==> config.mk <==
export PLATFORM = sky130hd
export DESIGN_NAME = credit_to_time
export DESIGN_NICKNAME = d
export VERILOG_FILES = /design/src/rtl/credit_to_time.sv
export SDC_FILE = /design/constraint.sdc
export NUM_CORES = 1
export LEC_CHECK = 0
export BUFFER_PORTS_ARGS = -buffer_cell sky130_fd_sc_hd__buf_4
export CELL_PAD_IN_SITES_DETAIL_PLACEMENT = 1
export CELL_PAD_IN_SITES_GLOBAL_PLACEMENT = 2
export CORE_MARGIN = 2
export CORE_UTILIZATION = 30
export CTS_BUF_LIST = sky130_fd_sc_hd__clkbuf_4
export DETAILED_ROUTE_END_ITERATION = 8
export PLACE_DENSITY_LB_ADDON = 0.1
export SETUP_SLACK_MARGIN = 0.2
export SKIP_CTS_REPAIR_TIMING = 1
export SYNTH_ARGS = -nofsm -noshare
export SYNTH_HDL_FRONTEND = slang
export SYNTH_SLANG_ARGS = --single-unit
==> constraint.sdc <==
create_clock -name clk -period 4.8 [get_ports clk]
set_input_delay 0.24 -clock clk [delete_from_list [all_inputs] [get_ports clk]]
set_output_delay 0.24 -clock clk [all_outputs]
set_load 0.05 [all_outputs]
==> src/rtl/credit_to_time.sv <==
// Converts a payment in cents into parking seconds with a bit-serial restoring divider
// and feeds a saturating 1 Hz countdown. Define CONV_ROUND_UP_EN to round partial seconds up.
module credit_to_time #(
    parameter int CENTS_W = 14,
    parameter int SEC_W   = 12
) (
    input  logic               clk,
    input  logic               rst,
    input  logic [7:0]         sw,
    input  logic               tick_1hz,
    input  logic               pay_valid,
    input  logic [CENTS_W-1:0] pay_cents,
    output logic               pay_ready,
    output logic               pay_reject,
    output logic [SEC_W-1:0]   sec_left,
    output logic               busy,
    output logic               expired
);
    localparam int DIV_W = 20;
    localparam int SUM_W = DIV_W + 1;
    localparam logic [SEC_W-1:0] SEC_MAX = '1;

    typedef enum logic [1:0] {
        IDLE = 2'd0,
        DIV  = 2'd1,
        ADD  = 2'd2
    } state_e;

    state_e           state_q, state_d;
    logic [DIV_W-1:0] quo_q, quo_d;
    logic [7:0]       rem_q, rem_d;
    logic [7:0]       rate_q, rate_d;
    logic [4:0]       cnt_q, cnt_d;
    logic [SEC_W-1:0] sec_q, sec_d;
    logic             rej_q, rej_d;

    logic [4:0]       hour;
    logic             hour_ok;
    logic [7:0]       rate_lut;
    logic [DIV_W-1:0] dividend;
    logic [8:0]       rem_shift;
    logic             rem_ge;
    logic [DIV_W-1:0] quot;
    logic             dec;
    logic [SUM_W-1:0] sum;

    always_comb begin
        hour     = sw[4:0];
        hour_ok  = (hour < 5'd24);
        rate_lut = 8'd0;
        if (sw[7:5] == 3'd0) begin
            if (hour <= 5'd7)       rate_lut = 8'd145;
            else if (hour <= 5'd12) rate_lut = 8'd167;
            else if (hour <= 5'd17) rate_lut = 8'd189;
            else                    rate_lut = 8'd145;
        end else begin
            if (hour <= 5'd7)       rate_lut = 8'd134;
            else if (hour <= 5'd12) rate_lut = 8'd156;
            else if (hour <= 5'd17) rate_lut = 8'd178;
            else                    rate_lut = 8'd156;
        end
    end

    assign dividend = DIV_W'(pay_cents) * DIV_W'(60);

    // quo_q holds the dividend; its MSB feeds the partial remainder while quotient bits enter at the LSB.
    assign rem_shift = {rem_q, quo_q[DIV_W-1]};
    assign rem_ge    = (rem_shift >= {1'b0, rate_q});

`ifdef CONV_ROUND_UP_EN
    assign quot = quo_q + DIV_W'(rem_q != 8'd0);
`else
    assign quot = quo_q;
`endif

    assign dec = tick_1hz && (sec_q != '0);
    assign sum = SUM_W'(sec_q) - SUM_W'(dec) + SUM_W'(quot);

    always_comb begin
        state_d = state_q;
        quo_d   = quo_q;
        rem_d   = rem_q;
        rate_d  = rate_q;
        cnt_d   = cnt_q;
        rej_d   = 1'b0;
        sec_d   = dec ? (sec_q - SEC_W'(1)) : sec_q;
        case (state_q)
            IDLE: begin
                if (pay_valid) begin
                    if (hour_ok) begin
                        rate_d  = rate_lut;
                        quo_d   = dividend;
                        rem_d   = 8'd0;
                        cnt_d   = 5'd0;
                        state_d = DIV;
                    end else begin
                        rej_d = 1'b1;
                    end
                end
            end
            DIV: begin
                // When rem_ge holds the true difference is below rate, so 8-bit wrap is exact.
                rem_d = rem_ge ? (rem_shift[7:0] - rate_q) : rem_shift[7:0];
                quo_d = {quo_q[DIV_W-2:0], rem_ge};
                cnt_d = cnt_q + 5'd1;
                if (cnt_q == 5'(DIV_W - 1)) begin
                    state_d = ADD;
                end
            end
            ADD: begin
                sec_d   = (sum > SUM_W'(SEC_MAX)) ? SEC_MAX : sum[SEC_W-1:0];
                state_d = IDLE;
            end
            default: state_d = IDLE;
        endcase
    end

    always_ff @(posedge clk or posedge rst) begin
        if (rst) begin
            state_q <= IDLE;
            quo_q   <= '0;
            rem_q   <= '0;
            rate_q  <= '0;
            cnt_q   <= '0;
            sec_q   <= '0;
            rej_q   <= 1'b0;
        end else begin
            state_q <= state_d;
            quo_q   <= quo_d;
            rem_q   <= rem_d;
            rate_q  <= rate_d;
            cnt_q   <= cnt_d;
            sec_q   <= sec_d;
            rej_q   <= rej_d;
        end
    end

    assign pay_ready  = (state_q == IDLE);
    assign busy       = (state_q != IDLE);
    assign pay_reject = rej_q;
    assign sec_left   = sec_q;
    assign expired    = (sec_q == '0);
endmodule
## Word-level counts from Yosys, hierarchy flattened

Cells that the tools add are included.

| storage, ports and cells | value |
|---|---|
| register bits | 56 |
| bits in latches | 0 |
| bits in writable memories | 0 |
| bits in read-only memories | 0 |
| input port bits | 26 |
| output and inout port bits | 16 |
| logic and storage cells | 63 |
| memories kept | 0 |

| operators by class | value |
|---|---|
| add/subtract/negate cells | 5 |
| multiply operators | 1 |
| div/mod/pow operators | 0 |
| magnitude comparators | 6 |
| eq/ne operators | 6 |
| shift operators | 0 |
| mux-type cells | 27 |
| bitwise operators | 0 |
| reductions and logical operators | 11 |

Operators with widths:

| cell | number |
|---|---|
| 20-bit 2-to-1 mux | 2 |
| 20-bit case mux with 2 select lines | 1 |
| 12-bit 2-to-1 mux | 3 |
| 6-bit 2-to-1 mux | 6 |
| 8-bit 2-to-1 mux | 4 |
| 21-bit by 20-bit adder with 21-bit output | 1 |
| 21-bit by 12-bit > comparator with 1-bit output, second input constant | 1 |
| 14-bit by 4-bit multiplier with 18-bit output, second input constant | 1 |
| 8-bit case mux with 2 select lines | 1 |
| 12-bit by 1-bit subtractor with 13-bit output | 1 |
| 12-bit logical NOT | 1 |
| 12-bit nonzero test | 1 |
| 12-bit by 1-bit subtractor with 12-bit output, second input constant | 1 |
| 5-bit 2-to-1 mux | 2 |
| 5-bit case mux with 2 select lines | 1 |
| 9-bit by 8-bit >= comparator with 1-bit output | 1 |
| 3-bit AND reduction | 3 |
| 8-bit subtractor | 1 |
| 2-bit 2-to-1 mux | 3 |
| 2-bit nonzero test | 3 |
| 5-bit by 1-bit adder with 5-bit output, second input constant | 1 |
| 5-bit == test, second input constant | 1 |
| 5-bit by 3-bit <= comparator with 1-bit output, second input constant | 1 |
| 5-bit by 4-bit <= comparator with 1-bit output, second input constant | 1 |
| 11 further kinds | 14 |

## Longest topological paths before layout

Gate-level depths: netlist of the first run.

| depth | value |
|---|---|
| depth after elaboration | 7 |
| depth in mapped cells | 21 |
| mapped depth without buffers | 21 |

## Least setup slack after synthesis of the first run

Ideal clock, no wire load.

| timing path | value |
|---|---|
| path kind | register -> register |
| start | reg sec_q[8] (netlist: sec_left[8]) |
| end | reg sec_q[3] (netlist: sec_left[3]) |
| setup time | 135 ps |
| data arrival time | 4503 ps |
| path slack | 162 ps |
| cell stages (with the launch flop) | 22 |
| path buffers | 2 |
| clock period less this slack | 4638 ps |
| cells stage by stage | dfrtp_1 clkbuf_1 nor4_1 nand4_1 nand2_1 inv_1 ha_1 ha_1 nand3_1 nor3_1 xor2_1 ha_1 clkbuf_1 nand4_1 or2_2 a21o_1 o31ai_1 mux2_2 and4bb_1 o2111ai_4 nor3_1 a21oi_1 |

| between the ends | value |
|---|---|
| word-level cells in the longest chain between the ends | 7 |

Ends and longest elaborated chain:

| element | line | RTL |
|---|---|---|
| start, declared | 34 | `logic [SEC_W-1:0] sec_q, sec_d;` |
| start signal, assigned | 125 | `sec_q <= '0;` |
| start signal, assigned | 133 | `sec_q <= sec_d;` |
| 12-bit nonzero test | 76 | `assign dec = tick_1hz && (sec_q != '0);` |
| 1-bit logical AND | 76 |  |
| 12-bit by 1-bit subtractor with 13-bit output | 77 | `assign sum = SUM_W'(sec_q) - SUM_W'(dec) + SUM_W'(quot);` |
| 21-bit by 20-bit adder with 21-bit output | 77 |  |
| 21-bit by 12-bit > comparator with 1-bit output | 111 | `sec_d = (sum > SUM_W'(SEC_MAX)) ? SEC_MAX : sum[SEC_W-1:0];` |
| 12-bit 2-to-1 mux | 111 |  |
| 12-bit 2-to-1 mux | 87 | `case (state_q)` |

Several ways; a longest one is shown, not always the timed one.
A chain may end at the register's enable or synchronous reset.

## Final worst setup path of the first run

| timing path | value |
|---|---|
| start | reg sec_q[11] (netlist: sec_left[11]) |
| end | reg sec_q[8] (netlist: sec_left[8]) |

The elaborated chain is that of the path after synthesis.

==> summary.txt, run 1 <==
Clocking
  – CTS HTree Levels: 2
  – Bufs on Longest Clock Path: 2
  – CTS sink count: 55
  – Worst-skew pair later-pin latency: approximately 0.44 ns
  – Clock root buffer: clkbuf_4
  – CTS buffer count: 5
  – CTS tree: yes
  – Clock transition at path regs: around 0.21 ns

Drt
  – Vias per cell: around 5.2
  – WL/cell: 17.2 µm
  – # DRC: 0
  – Vias post-DR: 4909
  – Pre-antenna DRT Iters: 4
  – DR iter-0 viols: 174
  – Detail Route Antenna Nets: 0
  – Detailed-route wire length: about 16 mm

Global routing
  – GRT Overall Usage: ~17%
  – First-pass GRT wire length: between 20 and 30 mm
  – Initial antenna violation count: 1
  – Pin count of the biggest net entering global routing: 56
  – Number of global-route vias before repair: between 5000 and 6000
  – Grt total ovfl: 0

STA
  – # setup viols final: 0
  – Max Clock Skew: about 0.041 ns
  – Pins Over Slew Limit: 0
  – Crit share post-route: roughly 93%
  – Worst-margin pin slew: approximately 0.95 ns
  – Final hold viol count: 24
  – Sum Neg Setup Slack: 0 ns
  – RSZ-0062 raised after global routing: false
  – Worst hold slack: -0.0181 ns
  – Minimum clock period: between 4 and 5 ns
  – Relative slew slack: 36.1%
  – Max Clock Freq: approximately 220 MHz

Worst setup path
  – Cell chain of the critical path: nor4_2, buf_4, nand4_1, nand2_1, inv_2, ha_4, ha_4, xor2_2, ha_1, buf_4, nor2b_4, o31a_1, o31ai_4, buf_6, a31oi_1, xnor2_1, and3_1, nand3_1, a2111oi_4, a22oi_1
  – Worst setup EP type: flip-flop
  – Critical Path Start Type: flip-flop
  – R2r setup slk: between 0.3 and 0.4 ns
  – CP Buf/Inv Count: 4
  – Slowest cell on the critical path: dfrtp_1
  – R2r startpoint: sec_left[11]
  – Crit path max-delay family: compound AO/OA/AOI/OAI gates
  – Worst EP required: approximately 5.1 ns
  – Critical R2R Capture: sec_left[8]
  – CP arrival: between 4 and 5 ns
  – FF-to-FF path depth: 20
  – Worst-path maximum fanout: 5
  – CP peak stage delay: between 0.4 and 0.5 ns
  – Critical setup path kind: reg -> reg

Yosys
  – Async S/R FF share, synth: between 90% and 100%
  – Dominant cell type by area after synthesis: dfrtp_1
  – Synth Net Count: about 740
  – Yosys reg bits: 55
  – Mapped Cells: ~630
  – Netlist cell types: 69
  – Ranking of synthesized cells by area: dfrtp_1, ha_1, fa_1
  – Yosys top cell area share: 24.9%
  – Seq/Total Area, Yosys: approximately a quarter
  – Post-synth EDFFs: 0
  – Synth Flop Type: dfrtp_1
  – Syn avg cell area: a little under 9 µm²
  – Cell area after synthesis: about 0.0055 mm²
  – Yosys warns: 0

Floorplan
  – Chip Height: about 140 µm
  – Die ar.: between 0.015 and 0.02 mm²
  – Die X: about 140 µm
  – Core area: approximately 0.018 mm²
  – I/O pin total: 42
  – Row cnt: 49
  – Initial core utilization: 30.7%

Pwr
  – Net Sw Frac: about half
  – Cell Pwr Density: between 500 and 600 mW/mm²
  – Seq pwr share: 22.6%
  – Pwr Total: 3730 µW
  – Comb power frac: 70.9%
  – Int Pwr: roughly 1900 µW
  – Pleak: between 0.002 and 0.003 µW
  – Peak supply drop: 0.257 mV
  – Clock Power Share: under 10%
  – Sw power: roughly 1900 µW

Run
  – Max_cap viols: 0

Final layout
  – Final nets: a little over 800
  – Fin cells: between 900 and 1000
  – Area Growth Syn to Fin: 20.5%
  – Fill count: 2135
  – Layout cell share with drive strength beyond 1: 21.4%
  – Post-route cell area: about 0.0067 mm²

Hold path
  – Worst min-delay path class: in -> async

Placed design
  – Cell area after placement: 0.00637 mm²
  – PortBufs: around 40
  – Dpl cells: roughly 900
  – GPL Wtd Cong: ~0.8
  – Hpwl dp: about 13 mm

Outcome
  – Outcome: finished, violations left
  – Failing checks: negative hold slack
## sequential cells by signal (all words and copies together) (netlist names)
signal      count
pay_reject      1
rate_q          7
rem_q           8
cnt_q           5
state_q         2
sec_left       12
quo_q          20
## metrics by stage
| step | hold slack [ns] | worst slack, ns | utilization (%) |
|---|---|---|---|
| floorplan | 0.392 | 0.225 | - |
| global placement | 0.439 | 0.198 | 35.3 |
| detailed placement | 0.448 | 0.0501 | 35.3 |
| CTS | -0.0225 | -0.0455 | 35.7 |
| global route | 0.00223 | 0.136 | 37.0 |
| finish | -0.0181 | 0.352 | 37.0 |
## synthesized netlist by cell type, types with 4 or more instances
library cell,number
nor3_1,21
nor2_1,60
o21a_1,4
mux2i_1,4
ha_1,53
a31oi_1,4
or3_1,4
nor2b_1,6
and3_1,4
dfrtp_1,55
a211o_1,4
fa_1,27
o21ai_1,4
nand2b_1,13
clkbuf_1,16
xnor2_1,26
nand2_1,59
nand3_1,10
o21ai_0,38
a21oi_1,48
inv_1,35
o211ai_1,5
xor2_1,19
o22ai_1,11
a21o_1,14
a22o_1,4
or2_2,4
a211oi_1,7
nand4_1,9
a22oi_1,11
## worst min-delay path, stage by stage
cell and delay (ns):
buf_4 0.11, inv_2 0.03, buf_4 0.58
## worst max path at each step
| stage | start | end | slack [ns] | depth (start not counted) |
|---|---|---|---|---|
| after floorplan | sec_left[9] | sec_left[3] | 0.22 | 21 |
| after global placement | sec_left[0] | sec_left[0] | 0.20 | 21 |
| after detailed placement | sec_left[0] | sec_left[8] | 0.05 | 21 |
| after CTS | sec_left[0] | sec_left[8] | -0.05 | 21 |
| after global routing | sec_left[11] | sec_left[9] | 0.14 | 20 |
| final | sec_left[11] | sec_left[8] | 0.35 | 20 |
## placed cells by master (no fill, tap or decap), types with 11 or more instances in the layout
cell type  instances
nor2_1            60
a21o_1            14
xnor2_1           25
buf_4             92
xor2_1            18
inv_1             30
ha_1              46
nand2_1           57
a22oi_1           11
nor3_1            18
fa_1              27
a21oi_1           47
o22ai_1           11
o21ai_0           37
nand2b_1          13
dfrtp_1           53
## layer usage
metal	wire, µm	global-route usage [%]
met1	7880	23.4
met2	7880	28.7
met3	403	2.10
met4	119	2.84
met5	0	0
## cell type report
type | count | area, µm² | area share (%)
well taps | 229 | 287 | 4.29
clock inverters | 3 | 27.5 | 0.413
repair buffers | 93 | 702 | 10.5
flip-flops and latches | 55 | 1380 | 20.7
clock buffers | 5 | 37.5 | 0.563
multi-input cells | 523 | 4110 | 61.5
diodes | 1 | 2.50 | 0.0375
inverters | 35 | 131 | 1.97
## power by group through the flow
stage	registers [µW]	logic [µW]	clock network [µW]
detailed placement	846	2550	0
finish	842	2640	246
global route	868	2960	274
CTS	837	2560	261
global placement	839	2510	0
floorplan	868	1760	0
## kinds of logic after synthesis
logic type | synth area share (%)
buffers and inverters | 3.73
AOI/OAI and AO/OA | 23.4
DFF | 24.9
xor gates and xnor gates | 7.12
muxes | 1.33
adders and majority gates | 21.7
and+or+nand+nor | 17.8
No activity file was read; power rests on OpenSTA's default activity.
==> run 2: changes to the inputs <==
Settings changed: BUFFER_PORTS_ARGS -buffer_cell sky130_fd_sc_hd__buf_4 to unset, DONT_BUFFER_PORTS set to 1, RECOVER_POWER set to 50.
==> summary.txt, run 2 (same netlist as run 1, synthesis figures left out) <==
Drt
  – Detail Route Antenna Nets: 0
  – WL/cell: ~18 µm
  – DR iter-0 viols: 164
  – Vias post-DR: 4727
  – # DRC: 0
  – Detailed-route wire length: roughly 16 mm
  – Pre-antenna DRT Iters: 4
  – Vias per cell: ~5.3

Worst setup path
  – Slowest cell on the critical path: ha_1
  – Cell chain of the critical path: inv_1, ha_1, nand4_1, nand2_2, inv_1, ha_4, nand2_2, nor3_4, nand2_2, nor3_2, xor2_1, ha_1, nand2_1, a211oi_2, o31ai_4, o31ai_2, mux2_2, nor2_1, nand3_1, a2111oi_4, buf_4, a22oi_1
  – CP arrival: roughly 4.7 ns
  – Worst EP required: just over 5 ns
  – R2r startpoint: sec_left[0]
  – CP peak stage delay: around 0.4 ns
  – Worst path most repeated cell: nand2_2
  – Worst Setup SP: sec_left[0]
  – Critical Path Start Type: flip-flop
  – Critical setup path kind: reg -> reg
  – Worst-path maximum fanout: 7
  – Worst setup EP type: flip-flop

STA
  – Max Clock Freq: ~230 MHz
  – Worst Slack Setup Final: a little under 0.4 ns
  – Minimum clock period: ~4.4 ns
  – Crit share post-route: ~92%
  – Relative slew slack: -111%
  – Max Clock Skew: 0.0358 ns
  – Worst-margin pin slew: 3.17 ns
  – Final hold viol count: 0
  – Pins Over Slew Limit: 56
  – # setup viols final: 0
  – RSZ-0062 raised after global routing: false

Final layout
  – Area Growth Syn to Fin: 14.7%
  – Post-route cell area: between 0.006 and 0.007 mm²
  – Layout cell share with drive strength beyond 1: about 15%
  – Final nets: around 770
  – Max reg flops: 20
  – Most common cell after layout, fill and taps aside: nor2_1
  – Biggest register: quo_q
  – Most frequent cells in the layout: nor2_1, nand2_1, dfrtp_1, a21oi_1, ha_1

Floorplan
  – Row cnt: a little under 50
  – Chip Height: roughly 140 µm
  – Die X: around 140 µm
  – I/O pin total: between 40 and 50
  – Initial core utilization: between 30% and 40%
  – Core area: approximately 0.018 mm²
  – Die ar.: between 0.015 and 0.02 mm²

Global routing
  – Number of global-route vias before repair: 4988
  – First-pass GRT wire length: ~27 mm
  – Grt total ovfl: 0
  – Initial antenna violation count: 1
  – Pin count of the biggest net entering global routing: 56
  – GRT Overall Usage: 17.0%

Outcome
  – Failing checks: max-capacitance violations, max-slew violations
  – Outcome: finished, violations left

Pwr
  – Cell Pwr Density: 574 mW/mm²
  – Peak supply drop: a little over 0.2 mV
  – Pleak: 0.00265 µW

Run
  – Max_cap viols: 1

Placed design
  – GPL Wtd Cong: about 0.8
  – Hpwl dp: 12.9 mm
  – Cell area after placement: approximately 0.006 mm²
  – Place WS: slightly below 0.0007 ns
  – PortBufs: 0

Clocking
  – Clock transition at path regs: between 0.2 and 0.25 ns
  – CTS sink count: 55
  – CTS tree: yes
  – Bufs on Longest Clock Path: 2
  – CTS HTree Levels: 2
  – CTS buffer count: 5
  – Worst-skew pair later-pin latency: about 0.45 ns
  – Clock root buffer: clkbuf_4

Hold path
  – HP Start: sw[3]
  – Worst min-delay path class: in -> reg
run 2: cell count changes in the layout (fill, tap and decap cells not counted), sizes merged:
| cell | previous run | this run |
|---|---|---|
| buf | 93 | 33 |
| clkbuf | 5 | 13 |
| dlygate4sd3 | 0 | 4 |
| clkinv | 1 | 2 |
| inv | 36 | 35 |
run 2: layout make-up:
class | instances | area (µm²)
Antenna cell | 1 | 2.50
Clock buffer | 5 | 37.5
Clock inverter | 3 | 23.8
Fill cell | 2130 | 11700
Inverter | 35 | 134
Multi-Input combinational cell | 523 | 4160
Sequential cell | 55 | 1380
Tap cell | 229 | 287
Timing Repair Buffer | 45 | 322
run 2: path summary, 6_finish.rpt:
| kind | endpoint | slack (ns) | cells after the start |
|---|---|---|---|
| worst max-delay path | sec_left[9] | 0.40 | 22 |
| worst min-delay path | rate_q[4] | 0.01 | 2 |
| worst max register to register | sec_left[9] | 0.40 | 22 |
| worst min register to register | rate_q[7] | 0.49 | 2 |
| max in group asynchronous | sec_left[8] | 1.38 | 3 |
| min in group asynchronous | sec_left[4] | 1.42 | 3 |
run 2: worst max-delay path, delay by kind of cell, from the launching register on:
kind	cells	cell delay [ns]
xor gates and xnor gates	1	0.11
buffers and inverters	3	0.39
muxes	1	0.37
adders and majority gates	3	0.77
DFF	1	0.39
and+or+nand+nor	9	1.15
AOI/OAI and AO/OA	5	1.07
run 2: per-stage QoR:
stage / instances / TNS, ns / utilization (%) / hold WS [ns] / power [µW]
floorplan: 632 / 0 / - / 0.392 / 2630
global placement: 869 / 0 / 33.0 / 0.383 / 3240
detailed placement: 869 / 0 / 33.0 / 0.396 / 3270
CTS: 877 / -0.283 / 33.4 / -0.145 / 3550
global route: 896 / 0 / 35.2 / 0.0161 / 4030
finish: 896 / 0 / 35.2 / 0.0121 / 3640
run 2: routing by layer:
| layer | share of wire (%) | up-vias | track usage [%] |
|---|---|---|---|
| li1 | - | 2337 | - |
| met1 | 49 | 2312 | 23.9 |
| met2 | 46 | 66 | 27.3 |
| met3 | 2.9 | 12 | 2.82 |
| met4 | 1.5 | 0 | 3.89 |
| met5 | 0 | - | 0 |
run 2: where the power goes:
part | total, µW | internal [µW] | switching [µW]
Sequential | 845 | 654 | 191
Combinational | 2550 | 1060 | 1500
Clock | 245 | 60.0 | 185
